File: src/rtl/fetch_ctrl_pkg.sv
// Shared definitions for the fetch stall controller: controller states and the NOP word.
package fetch_ctrl_pkg;

  typedef enum logic [1:0] {
    RST_BUB = 2'd0,
    RUN     = 2'd1,
    IWAIT   = 2'd2,
    HALT    = 2'd3
  } fetch_state_e;

  localparam logic [15:0] NOP_INSTR = 16'h0800;

endpackage

File: src/rtl/sat_counter.sv
// Saturating up-counter used to accumulate stalled fetch cycles.
// Only compiled when STALL_CNT_EN is defined.
`ifdef STALL_CNT_EN
module sat_counter #(
  parameter int W = 16
) (
  input  logic         clk,
  input  logic         rst,
  input  logic         en,
  output logic [W-1:0] cnt
);

  logic [W-1:0] cnt_q;
  logic [W-1:0] cnt_d;

  always_comb begin
    cnt_d = cnt_q;
    if (en && (cnt_q != {W{1'b1}})) cnt_d = cnt_q + 1'b1;
  end

  always_ff @(posedge clk or posedge rst) begin
    if (rst) cnt_q <= '0;
    else     cnt_q <= cnt_d;
  end

  assign cnt = cnt_q;

endmodule
`endif

File: src/rtl/fetch_stall_ctrl.sv
// IF stage / IF-ID register sequencer: PC write, IF/ID write/flush and miss tracking.
// Optional stalled-cycle counter is built when STALL_CNT_EN is defined.
module fetch_stall_ctrl
  import fetch_ctrl_pkg::*;
#(
  parameter int RST_BUBBLES = 1,
  parameter int CNT_W       = 16
) (
  input  logic             clk,
  input  logic             rst,
  input  logic             imem_stall,
  input  logic             imem_done,
  input  logic             dmem_stall,
  input  logic             ld_use,
  input  logic             br_taken,
  input  logic             halt_id,
  output logic             pc_wrt,
  output logic             wrt_IF_ID,
  output logic             flush_IF_ID,
  output logic             bubble_ID_EX,
  output logic             imem_req,
`ifdef STALL_CNT_EN
  output logic [CNT_W-1:0] stall_cycles,
`endif
  output logic             halted
);

  // state   | meaning
  // RST_BUB | post-reset NOP injection, PC frozen
  // RUN     | normal fetch, hazard/redirect priority applies
  // IWAIT   | i-cache miss outstanding, NOPs flow downstream
  // HALT    | core halted until reset

  if (RST_BUBBLES < 1 || RST_BUBBLES > 7 || CNT_W < 1) begin : g_bad_param
    $error("fetch_stall_ctrl: RST_BUBBLES must be 1..7 and CNT_W >= 1");
  end

  fetch_state_e state_q, state_d;
  logic [2:0]   bub_cnt_q, bub_cnt_d;
  logic         redir_pend_q, redir_pend_d;

  always_comb begin
    state_d      = state_q;
    bub_cnt_d    = bub_cnt_q;
    redir_pend_d = redir_pend_q;
    pc_wrt       = 1'b0;
    wrt_IF_ID    = 1'b0;
    flush_IF_ID  = 1'b0;
    bubble_ID_EX = 1'b0;
    imem_req     = 1'b0;
    halted       = 1'b0;
    case (state_q)
      RST_BUB: begin
        wrt_IF_ID   = 1'b1;
        flush_IF_ID = 1'b1;
        if (bub_cnt_q <= 3'd1) state_d = RUN;
        else                   bub_cnt_d = bub_cnt_q - 3'd1;
      end
      RUN: begin
        imem_req = 1'b1;
        if (br_taken) begin
          pc_wrt      = 1'b1;
          wrt_IF_ID   = 1'b1;
          flush_IF_ID = 1'b1;
        end else if (dmem_stall) begin
          state_d = RUN;
        end else if (halt_id) begin
          state_d = HALT;
        end else if (ld_use) begin
          bubble_ID_EX = 1'b1;
        end else if (imem_stall) begin
          wrt_IF_ID   = 1'b1;
          flush_IF_ID = 1'b1;
          state_d     = IWAIT;
        end else begin
          pc_wrt    = 1'b1;
          wrt_IF_ID = 1'b1;
        end
      end
      IWAIT: begin
        imem_req    = 1'b1;
        wrt_IF_ID   = 1'b1;
        flush_IF_ID = 1'b1;
        if (br_taken) begin
          pc_wrt = 1'b1;
          if (imem_done) begin
            redir_pend_d = 1'b0;
            state_d      = RUN;
          end else begin
            redir_pend_d = 1'b1;
          end
        end else if (dmem_stall) begin
          // A word arriving while IF/ID is frozen is dropped; RUN refetches the same PC.
          wrt_IF_ID   = 1'b0;
          flush_IF_ID = 1'b0;
          if (imem_done) begin
            redir_pend_d = 1'b0;
            state_d      = RUN;
          end
        end else if (imem_done) begin
          redir_pend_d = 1'b0;
          state_d      = RUN;
          if (!redir_pend_q) begin
            pc_wrt      = 1'b1;
            flush_IF_ID = 1'b0;
          end
        end
      end
      HALT: begin
        halted = 1'b1;
      end
      default: state_d = RST_BUB;
    endcase
  end

  always_ff @(posedge clk or posedge rst) begin
    if (rst) begin
      state_q      <= RST_BUB;
      bub_cnt_q    <= 3'(RST_BUBBLES);
      redir_pend_q <= 1'b0;
    end else begin
      state_q      <= state_d;
      bub_cnt_q    <= bub_cnt_d;
      redir_pend_q <= redir_pend_d;
    end
  end

`ifdef STALL_CNT_EN
  logic stall_en;
  assign stall_en = ((state_q == RUN) || (state_q == IWAIT)) && !pc_wrt;

  sat_counter #(.W(CNT_W)) u_stall_cnt (
    .clk (clk),
    .rst (rst),
    .en  (stall_en),
    .cnt (stall_cycles)
  );
`endif

endmodule

File: config.mk
export PLATFORM = sky130hd
export DESIGN_NAME = fetch_stall_ctrl
export DESIGN_NICKNAME = d
export VERILOG_FILES = /design/src/rtl/fetch_ctrl_pkg.sv /design/src/rtl/sat_counter.sv /design/src/rtl/fetch_stall_ctrl.sv
export SDC_FILE = /design/constraint.sdc
export NUM_CORES = 1
export LEC_CHECK = 0
export ABC_CLOCK_PERIOD_IN_PS = 3420
export CELL_PAD_IN_SITES_DETAIL_PLACEMENT = 0
export CELL_PAD_IN_SITES_GLOBAL_PLACEMENT = 1
export CORE_MARGIN = 1.5
export CORE_UTILIZATION = 35
export DETAILED_ROUTE_END_ITERATION = 8
export GPL_TIMING_DRIVEN = 0
export PLACE_DENSITY_LB_ADDON = 0.1
export SETUP_SLACK_MARGIN = 0.1
export SYNTH_ARGS = -nofsm -noshare
export SYNTH_HDL_FRONTEND = slang
export SYNTH_SLANG_ARGS = --single-unit
File: constraint.sdc
create_clock -name clk -period 3.42 [get_ports clk]
set_input_delay 0.342 -clock clk [delete_from_list [all_inputs] [get_ports clk]]
set_output_delay 0.342 -clock clk [all_outputs]
set_load 0.01 [all_outputs]
# Yosys cells after proc, flatten, opt, wreduce, memory -nomap -nowiden
# Index checks and enable logic that the tools add are counted.
dict set report word_totals {
  regBits 6
  output_inout_bits 6
  word_cells 66
}
dict set report op_classes {
  n_addsub 1
  magnitude_cmp 1
  eq_ne 8
  n_mux 45
  bitwise 1
  reduce_logical 7
}
# operator n
set ops {}
lappend ops {{1-bit two-way mux} 34}
lappend ops {{2-bit two-way mux} 7}
lappend ops {{4-bit != test (second input constant)} 2}
lappend ops {{2-bit != test (second input constant)} 3}
lappend ops {{1-bit case mux with 3 select lines} 2}
lappend ops {{2-bit case mux with 3 select lines} 1}
lappend ops {{6-bit AND reduction} 1}
lappend ops {{2-bit == test (second input constant)} 2}
lappend ops {{2-bit AND reduction} 2}
lappend ops {{3-bit by 1-bit less-or-equal comparator with 1-bit output (second input constant)} 1}
lappend ops {{3-bit nonzero test} 1}
lappend ops {{3-bit by 1-bit subtractor with 3-bit output (second input constant)} 1}
lappend ops {{2-bit by 1-bit == test with 1-bit output (second input constant)} 1}
lappend ops {{2-bit zero test} 1}
lappend ops {{1-bit case mux with 2 select lines} 1}
lappend ops {{2-bit nonzero test} 1}
lappend ops {{2-bit OR reduction} 1}
lappend ops {{1-bit inverter} 1}

# Depth between registers and ports, before layout
dict set report logic_depth {
  ltp_word 6
  ltp_mapped 6
}

# Worst setup path after synthesis
# Ideal clock, no wire load.
dict set report synth_path {
  kind {reg2out}
  start {reg state_q[0]}
  end {out flush_IF_ID}
  arrival_time_ns 1.392
  required_time_ns 3.078
  path_slack_ns 1.686
  path_stages_with_launch 7
  n_path_buf 0
  path_cell_list {dfrtp_1 inv_1 ha_1 nor2b_1 a221o_1 a21oi_1 nor2_1}
}
dict set report synth_via {
  elab_chain_cells 2
  word_cells_on_any_way 4
  cone_classes {eq/ne (2); mux (1); reduce/logical (1)}
}
# item line
set synth_rtl {}
lappend synth_rtl {{start, declared} fetch_stall_ctrl.sv:38} ;# fetch_state_e state_q, state_d;
lappend synth_rtl {{start signal, assigned} fetch_stall_ctrl.sv:122} ;# state_q <= state_d;
lappend synth_rtl {{2-bit == test, or another cell as far along} fetch_stall_ctrl.sv:52} ;# case (state_q)
lappend synth_rtl {{1-bit case mux with 3 select lines *} fetch_stall_ctrl.sv:52}
lappend synth_rtl {{end, declared} fetch_stall_ctrl.sv:19} ;# output logic flush_IF_ID,
# Mark *: on every way between the ends. The rest lies on a longest branch, timed or not.

# Final worst setup path
# Ends and elaborated chain as after synthesis.

==> run metrics <==
width of the die 41.1 µm; min cycle time layout 2.54 ns; Buf/Inv on CP 2; mapped cell area 508 µm²; Mapped Cells 50; antenna cells 0; die footprint 0.00169 mm²; # port buffers 13; cts hold-fix bufs 0; initial antenna violation count 0; final setup skew 0.00616 ns; gr ovfl total 0; R2R setup slack 1.69 ns; crit path max fanout 5; hold slack 0.306 ns; Final Max Tran Viols 0; DRT antenna net count 0; area leader, netlist dfrtp_1; Max Cap Viol 0; clk root buf clkbuf_4; core area 0.00133 mm²; top_reg_cell synth dfrtp_1; Num CTS Buffers 3; Post-synth ARST share 100%; setup_tns 0 ns; most common cell after layout, fill and taps aside clkdlybuf4s50_1; met1 Track Usage GR 17.9%; Setup Viol. Count Final 0; H-tree depth reported by CTS 1; Sink Count 6; Pleak 0.310 nW; Reg2Reg Depth 5; Worst R2R End state_q[0]$_DFFE_PP0P_; fmax 394 MHz; Post-synth EDFFs 0; die height 41.1 µm; Yosys warnings 0; Post-CTS Resized 0; crit path launch type flip-flop; required time of the worst setup path 3.08 ns; # rows 13; CTS tree yes; Initial DRT Pass Iterations 2; routed wire length 856 µm; drt initial violations 2; r2r startpoint state_q[0]$_DFFE_PP0P_; placed cell areas 657 µm²; critical path class reg -> out; initial core utilization 38.1%; Layout Nets 83; Avg Cell Area, Syn 10.2 µm²; most frequent cells in the layout clkdlybuf4s50_1 (13), inv_1 (7), ha_1 (7); Worst VDD drop 0.332 mV; largest net degree at the start of global routing 7; Synth top area share 24.6%; routability congestion estimate 0.622; worst hold path type in -> async; Mapped Nets 65; Routed WL per cell 10.4 µm; first-pass GRT wire length 1390 µm; Total GRT Usage 11.9%; number of hold violations in the final report 0; post-synthesis sequential area ratio 29.8%; Max stage delay cell, worst path clkdlybuf4s50_1; CP top delay family buffers and inverters; PD cells 591 mW/mm²; Clk Latency, worst-skew pair 0.24 ns; #FFs+latches synth 6; CP Capture Type primary output; dpl cells 78; Yosys cell types 23; Worst EP arrival 2.20 ns; I/O pins 14; top cells by area, synth dfrtp_1 (25%), ha_1 (17%), a221oi_4 (5.2%), dfstp_2 (5.2%), inv_1 (5.2%); Slowest Stage Delay on Critical Path 0.47 ns; layout cells sized above 1 13.4%; drc violations 0; dpl hpwl 720 µm; M3 GR Usage 0%; via count 376; non-filler cells, final 82; vias in the first global route 358; met2 global-route usage 18.0%; fin area 683 µm²; post-CTS setup buffers 0; clock slew at the register clock pins of the worst setup and hold paths 0.05 ns; synthesis-to-finish area growth 34.5%; period utilisation layout 74.2%; gr busiest metal met2; Worst-Margin Slew 0.281 ns; crit-path cells inv_1 > ha_1 > nor2b_1 > a221o_1 > a21oi_1 > nor2_1 > clkdlybuf4s50_1; RSZ-0062 raised after global routing false; clock buffer depth 2; relative slew slack 81.1%; vias per cell 4.59; outcome complete, no violations
==> synthesized netlist by cell type, types with 2 or more instances <==
library cell  count
nor2_1            4
inv_1             7
ha_1              7
nor2b_1           4
a21oi_1           4
dfrtp_1           5
nand2b_1          2
nand2_1           2
==> cell families (layout without fill, tap and decap cells) <==
group / Yosys count / count (layout) / synth area share [%]
buf+inv: 7 / 24 / 5.17
fa+ha+maj: 7 / 7 / 17.2
simple gates: 15 / 15 / 17.0
mux: 2 / 2 / 4.93
xor+xnor: 2 / 2 / 3.45
flops: 6 / 6 / 29.8
compound gates: 11 / 11 / 22.4
==> state kept, by name (all words and copies together), names as in the netlist <==
register and cells:
bub_cnt_q 3, state_q 2, redir_pend_q 1
==> per-layer routing <==
layer / wire length (µm) / share of wire [%] / up-vias
met5: 0 / 0 / -
met4: 0 / 0 / 0
met3: 69 / 8.1 / 0
met2: 337 / 39 / 13
met1: 450 / 53 / 160
li1: - / - / 203
==> layout make-up <==
| type | instances | area (µm²) |
|---|---|---|
| multi-input combinational | 37 | 330 |
| clock buffer | 4 | 26.3 |
| tap | 15 | 18.8 |
| timing repair buffer | 13 | 130 |
| fill | 130 | 651 |
| sequential | 6 | 151 |
| inverter | 7 | 26.3 |
==> report_power, final <==
group          switching (mW)  leakage, nW  total, mW  internal (mW)
Sequential             0.0118       0.0727     0.0976         0.0858
Combinational           0.103        0.222      0.239          0.136
Clock                  0.0228       0.0150     0.0668         0.0440
Total                   0.138        0.310      0.403          0.265
==> worst max path at each step <==
stage                           startpoint           to  slack (ns)  cells past startpoint
finish              state_q[0]$_DFFE_PP0P_  flush_IF_ID        0.88                      7
floorplan           state_q[0]$_DFFE_PP0P_  flush_IF_ID        1.69                      6
global placement                dmem_stall  flush_IF_ID        1.01                      6
CTS                 state_q[0]$_DFFE_PP0P_  flush_IF_ID        0.85                      7
global route        state_q[0]$_DFFE_PP0P_  flush_IF_ID        0.65                      7
detailed placement              dmem_stall  flush_IF_ID        1.02                      6
==> stage by stage <==
step	setup slack, ns	total power [mW]	utilization (%)
floorplan	1.69	0.246	-
global placement	1.01	0.340	49.2
detailed placement	1.02	0.339	49.2
CTS	0.852	0.409	51.2
global route	0.648	0.444	51.2
finish	0.881	0.403	51.2
==> worst register-to-register path: cells and delay by family, from the launching register on <==
family	cells	cell delay (ns)
muxes	1	0.29
DFF	1	0.42
buffers and inverters	1	0.09
adders and majority gates	1	0.29
AOI/OAI and AO/OA	2	0.51
No activity file was read; power rests on OpenSTA's default activity.
